**src/rtl/tdm_demux_pkg.sv**
```systemverilog
// Shared TDM link definitions: FSM encodings and default frame geometry,
// common to the mux (transmit) and demux (receive) sides.
package tdm_demux_pkg;
  localparam int DEF_CHANNELS = 4;
  localparam int DEF_WIDTH    = 8;

  typedef enum logic {
    HUNT = 1'b0,
    RECV = 1'b1
  } state_t;

  typedef struct packed {
    logic start;  // current bit becomes bit 0 of slot 0
    logic shift;  // ordinary in-frame bit
    logic err;    // framing violation
  } ctrl_t;
endpackage

```
**src/rtl/tdm_deser.sv**
```systemverilog
// MSB-first deserialiser. The word output includes the bit being sampled this
// cycle, so a completed word is available in the same cycle as its last bit.
module tdm_deser #(
  parameter int WIDTH = 8
) (
  input  logic             clk,
  input  logic             rst,
  input  logic             en,
  input  logic             load,
  input  logic             last,
  input  logic             din,
  output logic [WIDTH-1:0] word,
  output logic             done
);
  logic [WIDTH-2:0] sh;

  always_ff @(posedge clk) begin
    if (rst)       sh <= '0;
    else if (load) sh <= (WIDTH-1)'(din);
    else if (en)   sh <= (WIDTH-1)'({sh, din});
  end

  assign word = {sh, din};
  assign done = en & last;
endmodule

```
**src/rtl/tdm_demux.sv**
```systemverilog
// TDM link receiver: locks to fsync, counts bits/slots, stages each slot word
// and publishes a whole frame with a one-cycle frame_valid pulse.
module tdm_demux
  import tdm_demux_pkg::*;
#(
  parameter int CHANNELS = DEF_CHANNELS,
  parameter int WIDTH    = DEF_WIDTH
) (
  input  logic                      clk,
  input  logic                      rst,
  input  logic                      din,
  input  logic                      din_valid,
  input  logic                      fsync,
  output logic [CHANNELS*WIDTH-1:0] ch_data,
  output logic                      frame_valid,
  output logic                      locked,
  output logic                      sync_err
);
  localparam int BW = $clog2(WIDTH);
  localparam int SW = $clog2(CHANNELS);

  state_t state_q, state_d;
  ctrl_t  ctl;

  logic [BW-1:0] bit_cnt;
  logic [SW-1:0] slot_cnt;
  logic [CHANNELS-1:0][WIDTH-1:0] staging, merged, frame_q;
  logic [WIDTH-1:0] word;
  logic at_start, bit_last, slot_last, word_done, frame_done;

  assign at_start   = (bit_cnt == '0) && (slot_cnt == '0);
  assign bit_last   = (bit_cnt == BW'(WIDTH-1));
  assign slot_last  = (slot_cnt == SW'(CHANNELS-1));
  assign frame_done = word_done & slot_last;

  tdm_deser #(.WIDTH(WIDTH)) u_deser (
    .clk  (clk),
    .rst  (rst),
    .en   (ctl.shift),
    .load (ctl.start),
    .last (bit_last),
    .din  (din),
    .word (word),
    .done (word_done)
  );

  always_ff @(posedge clk) begin
    if (rst) state_q <= HUNT;
    else     state_q <= state_d;
  end

  always_comb begin
    state_d = state_q;
    ctl     = '0;
    if (din_valid) begin
      case (state_q)
        HUNT: begin
          if (fsync) begin
            ctl.start = 1'b1;
            state_d   = RECV;
          end
        end
        RECV: begin
          if (at_start && !fsync) begin
            ctl.err = 1'b1;
            state_d = HUNT;
          end else if (fsync && !at_start) begin
            // out-of-place marker: drop the partial frame and resync on this bit
            ctl.err   = 1'b1;
            ctl.start = 1'b1;
          end else begin
            ctl.shift = 1'b1;
          end
        end
        default: state_d = HUNT;
      endcase
    end
  end

  always_comb begin
    merged = staging;
    merged[CHANNELS-1] = word;
  end

  always_ff @(posedge clk) begin
    if (rst) begin
      bit_cnt     <= '0;
      slot_cnt    <= '0;
      staging     <= '0;
      frame_q     <= '0;
      frame_valid <= 1'b0;
      sync_err    <= 1'b0;
    end else begin
      frame_valid <= 1'b0;
      sync_err    <= ctl.err;
      if (ctl.start) begin
        bit_cnt  <= BW'(1);
        slot_cnt <= '0;
      end else if (ctl.shift) begin
        bit_cnt <= bit_last ? '0 : bit_cnt + 1'b1;
        if (word_done) begin
          staging[slot_cnt] <= word;
          slot_cnt <= slot_last ? '0 : slot_cnt + 1'b1;
        end
        if (frame_done) begin
          frame_q     <= merged;
          frame_valid <= 1'b1;
        end
      end
    end
  end

  assign ch_data = frame_q;
  assign locked  = (state_q == RECV);
endmodule

```
**config.mk**
```make
export PLATFORM = sky130hd
export DESIGN_NAME = tdm_demux
export DESIGN_NICKNAME = d
export VERILOG_FILES = /design/src/rtl/tdm_demux_pkg.sv /design/src/rtl/tdm_deser.sv /design/src/rtl/tdm_demux.sv
export SDC_FILE = /design/constraint.sdc
export NUM_CORES = 1
export LEC_CHECK = 0
export ABC_AREA = 1
export CAP_MARGIN = 20
export CELL_PAD_IN_SITES_DETAIL_PLACEMENT = 1
export CELL_PAD_IN_SITES_GLOBAL_PLACEMENT = 1
export CORE_MARGIN = 2
export CORE_UTILIZATION = 40
export CTS_CLUSTER_SIZE = 28
export DETAILED_ROUTE_END_ITERATION = 6
export GPL_ROUTABILITY_DRIVEN = 0
export PLACE_DENSITY = 0.87
export SETUP_SLACK_MARGIN = 0.2
export SYNTH_ARGS = -nofsm -noshare
export SYNTH_HDL_FRONTEND = slang
export SYNTH_SLANG_ARGS = --single-unit
```
**constraint.sdc**
```tcl
create_clock -name clk -period 2.3 [get_ports clk]
set_input_delay 0.23 -clock clk [delete_from_list [all_inputs] [get_ports clk]]
set_output_delay 0.23 -clock clk [all_outputs]
set_load 0.005 [all_outputs]
```
# [Word level (Yosys, flattened, before mapping)]
# Cells that the tools add are included.
[op_classes] addsub=2 bitwise=6 n_reduce_logical=15 eq_ne=2 mux=20 magnitude_cmp=2
[ops] operator="bitwise mux 32 bit" n=1
[ops] operator="demux 8 bit (select 2 bit)" n=1
[ops] operator="2-to-1 mux 1 bit" n=10
[ops] operator="2-to-1 mux 8 bit" n=1
[ops] operator="2-to-1 mux 2 bit" n=3
[ops] operator="2-to-1 mux 3 bit" n=2
[ops] operator="AND reduction 3 bit" n=2
[ops] operator="OR reduction 3 bit" n=2
[ops] operator="logical AND 1 bit" n=4
[ops] operator="NOT 1 bit" n=4
[ops] operator="one-hot mux 1 bit (2 select lines)" n=2
[ops] operator="adder 3 x 1 -> 3 bit, second input constant" n=1
[ops] operator="== test 3 bit, second input constant" n=1
[ops] operator="zero test 3 bit" n=1
[ops] operator="< comparator 2 x 3 -> 1 bit, second input constant" n=1
[ops] operator="adder 2 x 1 -> 2 bit, second input constant" n=1
[ops] operator="AND 1 bit" n=2
[ops] operator="== test 2 bit, second input constant" n=1
[ops] operator=">= comparator 2 x 1 -> 1 bit, second input constant" n=1
[ops] operator="zero test 1 bit" n=2
[ops] operator="zero test 2 bit" n=1
[ops] operator="AND reduction 2 bit" n=1
[ops] operator="nonzero test 2 bit" n=1
[ops] operator="OR reduction 2 bit" n=1
[totals] wordCells=63 input_bits=5 output_inout_bits=35 reg_bits=79

# [Depth between registers and ports, before layout]
# Gate-level depths: netlist of the first run.
[logic_depth] depth_word=11 mapped_depth=15 depth_no_buf=13

# [By module]
# A second synthesis of the first run with hierarchy kept.
[hier_totals] hier_cells=429 area_unflattened_um2=3079.2
[modules_own_cells] module="tdm_demux" seq_area_each_um2=1281.2 cells_each=390 instances=1 area_per_inst_um2=2771.4
[modules_own_cells] module="tdm_deser" seq_area_each_um2=140.1 cells_each=39 instances=1 area_per_inst_um2=307.8

# [Worst setup path after synthesis of the first run]
# No wires, ideal clock.
[synth_timing] path_kind="register to register" start="register slot_cnt[0]" end="register u_deser.sh[0]" setup_time_ps=113 synth_period_minus_slack_ps=2125 path_stages_with_launch=13 path_slack_ps=175 arrival_time_ps=2012 cell_sequence="dfxtp_1 -> inv_1 -> ha_1 -> clkbuf_1 -> nand2_1 -> nor2_1 -> ha_1 -> nand3_4 -> clkinv_1 -> a21oi_1 -> nand2_1 -> nand2_1 -> nor2_1"
[synth_via] elab_chain_len=9
[synth_rtl] element="start, declared" line="tdm_demux.sv:26" text="logic [SW-1:0] slot_cnt;"
[synth_rtl] element="start signal, assigned" line="tdm_demux.sv:103" text="slot_cnt <= slot_last ? '0 : slot_cnt + 1'b1;"
[synth_rtl] element="zero test 2 bit *" line="tdm_demux.sv:31" text="assign at_start = (bit_cnt == '0) && (slot_cnt == '0);"
[synth_rtl] element="logical AND 1 bit *" line="tdm_demux.sv:31"
[synth_rtl] element="zero test 1 bit" line="tdm_demux.sv:67" text="end else if (fsync && !at_start) begin"
[synth_rtl] element="logical AND 1 bit" line="tdm_demux.sv:67"
[synth_rtl] element="2-to-1 mux 1 bit" line="tdm_demux.sv:67"
[synth_rtl] element="2-to-1 mux 2 bit *" line="tdm_demux.sv:64" text="if (at_start && !fsync) begin"
[synth_rtl] element="one-hot mux 1 bit (2 select lines) / 2-to-1 mux 2 bit (equally long branches)" line="tdm_demux.sv:56" text="case (state_q)"
[synth_rtl] element="2-to-1 mux 3 bit *" line="tdm_demux.sv:55" text="if (din_valid) begin"
[synth_rtl] element="2-to-1 mux 1 bit / nonzero test 2 bit (equally long branches)"
[synth_rtl] element="end signal, assigned" line="tdm_deser.sv:19" text="else if (load) sh <= (WIDTH-1)'(din);"
[synth_rtl] element="end signal, assigned" line="tdm_deser.sv:20" text="else if (en) sh <= (WIDTH-1)'({sh, din});"
[synth_rtl] element="end, declared" line="tdm_deser.sv:15" text="logic [WIDTH-2:0] sh;"
# Mark *: on every way between the ends. The rest lies on a longest branch, timed or not.
# A chain may end at the register's enable or synchronous reset.

# [Worst setup path in the final report of the first run]
[layout_timing] start="register slot_cnt[1]" end="register frame_q, in the netlist ch_data[17]"
[layout_via] elab_chain_len=11
[layout_rtl] element="zero test 2 bit" line="tdm_demux.sv:31"
[layout_rtl] element="logical AND 1 bit" line="tdm_demux.sv:31"
[layout_rtl] element="zero test 1 bit" line="tdm_demux.sv:67"
[layout_rtl] element="logical AND 1 bit" line="tdm_demux.sv:67"
[layout_rtl] element="2-to-1 mux 1 bit" line="tdm_demux.sv:67"
[layout_rtl] element="2-to-1 mux 2 bit" line="tdm_demux.sv:64"
[layout_rtl] element="2-to-1 mux 2 bit" line="tdm_demux.sv:56"
[layout_rtl] element="2-to-1 mux 3 bit" line="tdm_demux.sv:55"
[layout_rtl] element="AND 1 bit" line="tdm_deser.sv:24" text="assign done = en & last;"
[layout_rtl] element="AND 1 bit" line="tdm_demux.sv:34" text="assign frame_done = word_done & slot_last;"
[layout_rtl] element="AND reduction 3 bit (no line) *"
[layout_rtl] element="end signal, assigned" line="tdm_demux.sv:106" text="frame_q <= merged;"
[layout_rtl] element="end, declared" line="tdm_demux.sv:27" text="logic [CHANNELS-1:0][WIDTH-1:0] staging, merged, frame_q;"
# Marked as above.

==> qor.log, run 1 <==
qor: outcome.run_status finished, final reports clean
qor: worst_setup_path.path_type_of_the_worst_setup_path flop to flop
qor: placed_design.dpl.hpwl 5.40 mm
qor: clock_tree.cts_made_buffers 9
qor: route.route.final.wire_length 10.0 mm
qor: global_route.grt_start_max_net_pins 35
qor: job.maxCapViolCount 0
qor: worst_setup_path.critPathLaunchType flop
qor: power.p_sw 621 uW
qor: route.dr.max_layer_used met4
qor: route.remaining_number_of_nets_flagged_by_the_antenna_check_after_routing 0
qor: worst_setup_path.maximum_net_fanout_on_the_critical_path 8
qor: synthesis.syn_area_cell 7.04 um2
qor: timing.worst_case_headroom_to_the_max_slew_limit 66.8%
qor: final_layout.antenna_cells_inserted 0
qor: global_route.first_global_vias 2929
qor: floorplan.dieWidth 93.9 um
qor: timing.worst_slack 129 ps
qor: timing.layout_min_cycle_time 2170 ps
qor: clock_tree.insertion_delay 360 ps
qor: route.first_drt_iteration_drcs 156
qor: synthesis.syn-instance-count 459
qor: power.ir_drop 0.345 mV
qor: global_route.globalRouteTotalUtil 20.0%
qor: synthesis.post_synth_instance_area 3230 um2
qor: worst_setup_path.reg2reg_setup_slack 130 ps
qor: clock_tree.clkTransAtPathRegs 80 ps
qor: synthesis.synthesis.yosys.warnings 0
qor: clock_tree.cts_tree done
qor: power.power_report.internal_total 1.98 mW
qor: global_route.grt_first_pass_wirelength 13.7 mm
qor: timing.setup_repair_after_global_routing_missed_its_margin no
qor: worst_setup_path.worst-endpoint-required 2560 ps
qor: floorplan.io_pins 40
qor: synthesis.postSynthRegisterBits 71
qor: synthesis.ys_types 20
qor: power.clockPowerShare 45.0%
qor: final_layout.flow.area_growth_from_synthesis 31.6%
qor: timing.hold_viol 0
qor: timing.slew_violations 0
qor: route.detail_route.vias_per_cell 5.02
qor: clock_tree.clk_path_buf_depth 2
qor: synthesis.syn_nets 473
qor: global_route.globalRoute.totalOverflow 0
qor: route.routed-wl-met3 384 um
qor: timing.skew 14.9 ps
qor: clock_tree.htree_num_levels 3
qor: floorplan.fp.dieArea 8810 um2
qor: timing.fin_tns_setup 0 ps
qor: power.seqPwrFrac 47.8%
qor: route.detailroute.wirelength.met2 5.11 mm
qor: final_layout.num-nets-final 524
qor: power.power.combinational.fraction 7.3%
qor: route.m1WireLength 4.20 mm
qor: power.p_per_area 611 nW/um2
qor: min_path.worstHoldPathType flop to flop
qor: clock_tree.num_clock_sinks 71
qor: timing.setup_viol 0
qor: power.power.static_leakage 1.74 nW
qor: synthesis.ys_seq_area_share 44.0%
qor: power.swShare 23.9%
qor: timing.max_freq 461 MHz
qor: global_route.grt_antenna_before_repair 0
qor: route.drc 0
qor: placed_design.detailedPlace.worstSlack 39.4 ps
qor: timing.post-route-period-util 94.4%
qor: placed_design.port_buffers 39
qor: route.route.vias.total 3098
qor: worst_setup_path.critical_path.endpoint_type flop
qor: floorplan.placementRows 32
qor: route.wire_per_inst 16.2 um
qor: floorplan.chipHeight 93.9 um
qor: synthesis.synthFlopType sky130_fd_sc_hd__dfxtp_1
qor: clock_tree.ctsRootBufferMaster sky130_fd_sc_hd__clkbuf_8
qor: floorplan.coreArea 7770 um2
qor: route.drt_pass_1_iters 4
qor: synthesis.synth_enable_flop_cells 0
qor: final_layout.drive_gt1_share 14.8%
qor: floorplan.initial_utilization 41.6%
qor: worst_setup_path.critPathArrivalTime 2430 ps
qor: clock_tree.ctsHoldBuffers 0
qor: synthesis.async_flop_share 0%
qor: timing.worst-slew-pin-transition 498 ps
## worst max-delay path, stage by stage, from the launching register on
cell and delay, ps:
sky130_fd_sc_hd__dfxtp_4 370, sky130_fd_sc_hd__inv_2 60, sky130_fd_sc_hd__ha_4 180, sky130_fd_sc_hd__nand2_4 70, sky130_fd_sc_hd__nor2_4 40, sky130_fd_sc_hd__ha_4 290
sky130_fd_sc_hd__nand4_1 280, sky130_fd_sc_hd__nor2_4 370, sky130_fd_sc_hd__clkbuf_16 240, sky130_fd_sc_hd__nand3_2 60, sky130_fd_sc_hd__nand2_1 60, sky130_fd_sc_hd__nor2_1 40
## what timing repair did
action | CTS | global route
buffers inserted | 2 | 11
resized for setup | 10 | 31
cloned | 0 | 3
setup endpoints to repair | 57 | 68
pin swaps | 1 | 7
## per-stage QoR
step	area (um2)	power [mW]	instances	hold WS [ps]	util (%)
after floorplan	3230	1.37	459	307	-
after global placement	3700	1.40	585	461	47.7
final	4250	2.60	617	480	54.7
after detailed placement	3700	1.41	585	462	47.7
after CTS	3990	2.56	603	487	51.4
after global routing	4250	2.68	617	509	54.7
## per-layer routing
metal	vias to the layer above	global-route usage, %
li1	1515	-
met1	1471	23.9
met2	85	35.2
met3	27	3.77
met4	0	8.33
met5	-	0
## area by class of cell
cell class / instances / area [um2]
flip-flops and latches: 71 / 1430
inverters: 68 / 258
clock buffers: 11 / 151
clock inverters: 5 / 78.8
fillers: 973 / 3520
repair buffers: 66 / 713
multi-input cells: 294 / 1490
well taps: 102 / 128
## layout by cell type, fill, tap and decap left out
cell type / synthesis / layout
sky130_fd_sc_hd__nor2_4: 2 / 4
sky130_fd_sc_hd__buf_8: 0 / 1
sky130_fd_sc_hd__dfxtp_4: 0 / 1
sky130_fd_sc_hd__nand3_4: 3 / 3
sky130_fd_sc_hd__clkbuf_16: 0 / 2
sky130_fd_sc_hd__nor2_1: 92 / 90
sky130_fd_sc_hd__nor3_1: 2 / 2
sky130_fd_sc_hd__clkinv_1: 1 / 1
sky130_fd_sc_hd__nand4_1: 26 / 26
sky130_fd_sc_hd__buf_4: 8 / 15
sky130_fd_sc_hd__nand3_1: 35 / 26
sky130_fd_sc_hd__nand2_4: 0 / 2
sky130_fd_sc_hd__a21oi_2: 0 / 1
sky130_fd_sc_hd__nand2_1: 109 / 107
sky130_fd_sc_hd__nand2_2: 2 / 2
sky130_fd_sc_hd__buf_12: 0 / 5
sky130_fd_sc_hd__nand3_2: 0 / 9
sky130_fd_sc_hd__a21oi_1: 13 / 12
sky130_fd_sc_hd__dfxtp_2: 0 / 3
sky130_fd_sc_hd__ha_4: 0 / 3
sky130_fd_sc_hd__dfxtp_1: 71 / 67
sky130_fd_sc_hd__inv_2: 1 / 4
sky130_fd_sc_hd__inv_1: 66 / 62
sky130_fd_sc_hd__inv_6: 0 / 1
sky130_fd_sc_hd__a311oi_1: 1 / 1
sky130_fd_sc_hd__clkinv_2: 0 / 2
sky130_fd_sc_hd__ha_1: 9 / 6
sky130_fd_sc_hd__bufinv_16: 0 / 2
sky130_fd_sc_hd__buf_6: 6 / 4
sky130_fd_sc_hd__clkdlybuf4s50_1: 0 / 39
sky130_fd_sc_hd__inv_4: 0 / 1
sky130_fd_sc_hd__clkbuf_8: 0 / 11
## power by group through the flow
stage,Sequential (mW),Clock [mW],Combinational [mW]
6_report,1.24,1.17,0.188
2_1_floorplan,1.27,0,0.101
4_1_cts,1.24,1.17,0.153
3_3_place_gp,1.27,0,0.132
5_1_grt,1.24,1.23,0.203
3_5_place_dp,1.27,0,0.136
## worst paths after layout
path,depth (start not counted),end,from
min reg2reg,2,u_deser.sh[3],u_deser.sh[2]
max,11,ch_data[17],slot_cnt[1]
max reg2reg,11,ch_data[17],slot_cnt[1]
min,2,u_deser.sh[3],u_deser.sh[2]
## cell families after synthesis
group | share of synthesized area, %
flip-flops | 44.0
adder cells (fa/ha/maj) | 3.49
AND/OR/NAND/NOR | 36.8
AO/OA/AOI/OAI | 2.29
buffers and inverters | 13.4
## Yosys cell counts, types with 2 or more instances
library cell / number / share of area [%]
sky130_fd_sc_hd__inv_1: 66 / 7.7
sky130_fd_sc_hd__buf_4: 8 / 1.9
sky130_fd_sc_hd__clkbuf_1: 2 / 0.23
sky130_fd_sc_hd__nand2_2: 2 / 0.39
sky130_fd_sc_hd__buf_2: 3 / 0.46
sky130_fd_sc_hd__nand3_4: 3 / 1.6
sky130_fd_sc_hd__ha_1: 9 / 3.5
sky130_fd_sc_hd__nand3_1: 35 / 5.4
sky130_fd_sc_hd__nor3_1: 2 / 0.31
sky130_fd_sc_hd__a21oi_1: 13 / 2.0
sky130_fd_sc_hd__nand2_1: 109 / 13
sky130_fd_sc_hd__dfxtp_1: 71 / 44
sky130_fd_sc_hd__nand4_1: 26 / 5.0
sky130_fd_sc_hd__nor2_1: 92 / 11
sky130_fd_sc_hd__nor2_4: 2 / 0.70
sky130_fd_sc_hd__buf_1: 7 / 0.81
sky130_fd_sc_hd__buf_6: 6 / 2.1
## registers in the layout, summed over array words and instances, names as in the netlist
name         count
ch_data         32
locked           1
bit_cnt          3
frame_valid      1
slot_cnt         2
sync_err         1
u_deser.sh       7
merged          24
Power figures use the tool's default switching activity.
==> inputs of run 2 (changes only) <==
- GPL_TIMING_DRIVEN: unset -> 1
- HOLD_SLACK_MARGIN: unset -> 0.06
==> results of run 2 <==
No change in the layout: final DEF, timing and power equal those of run 1.
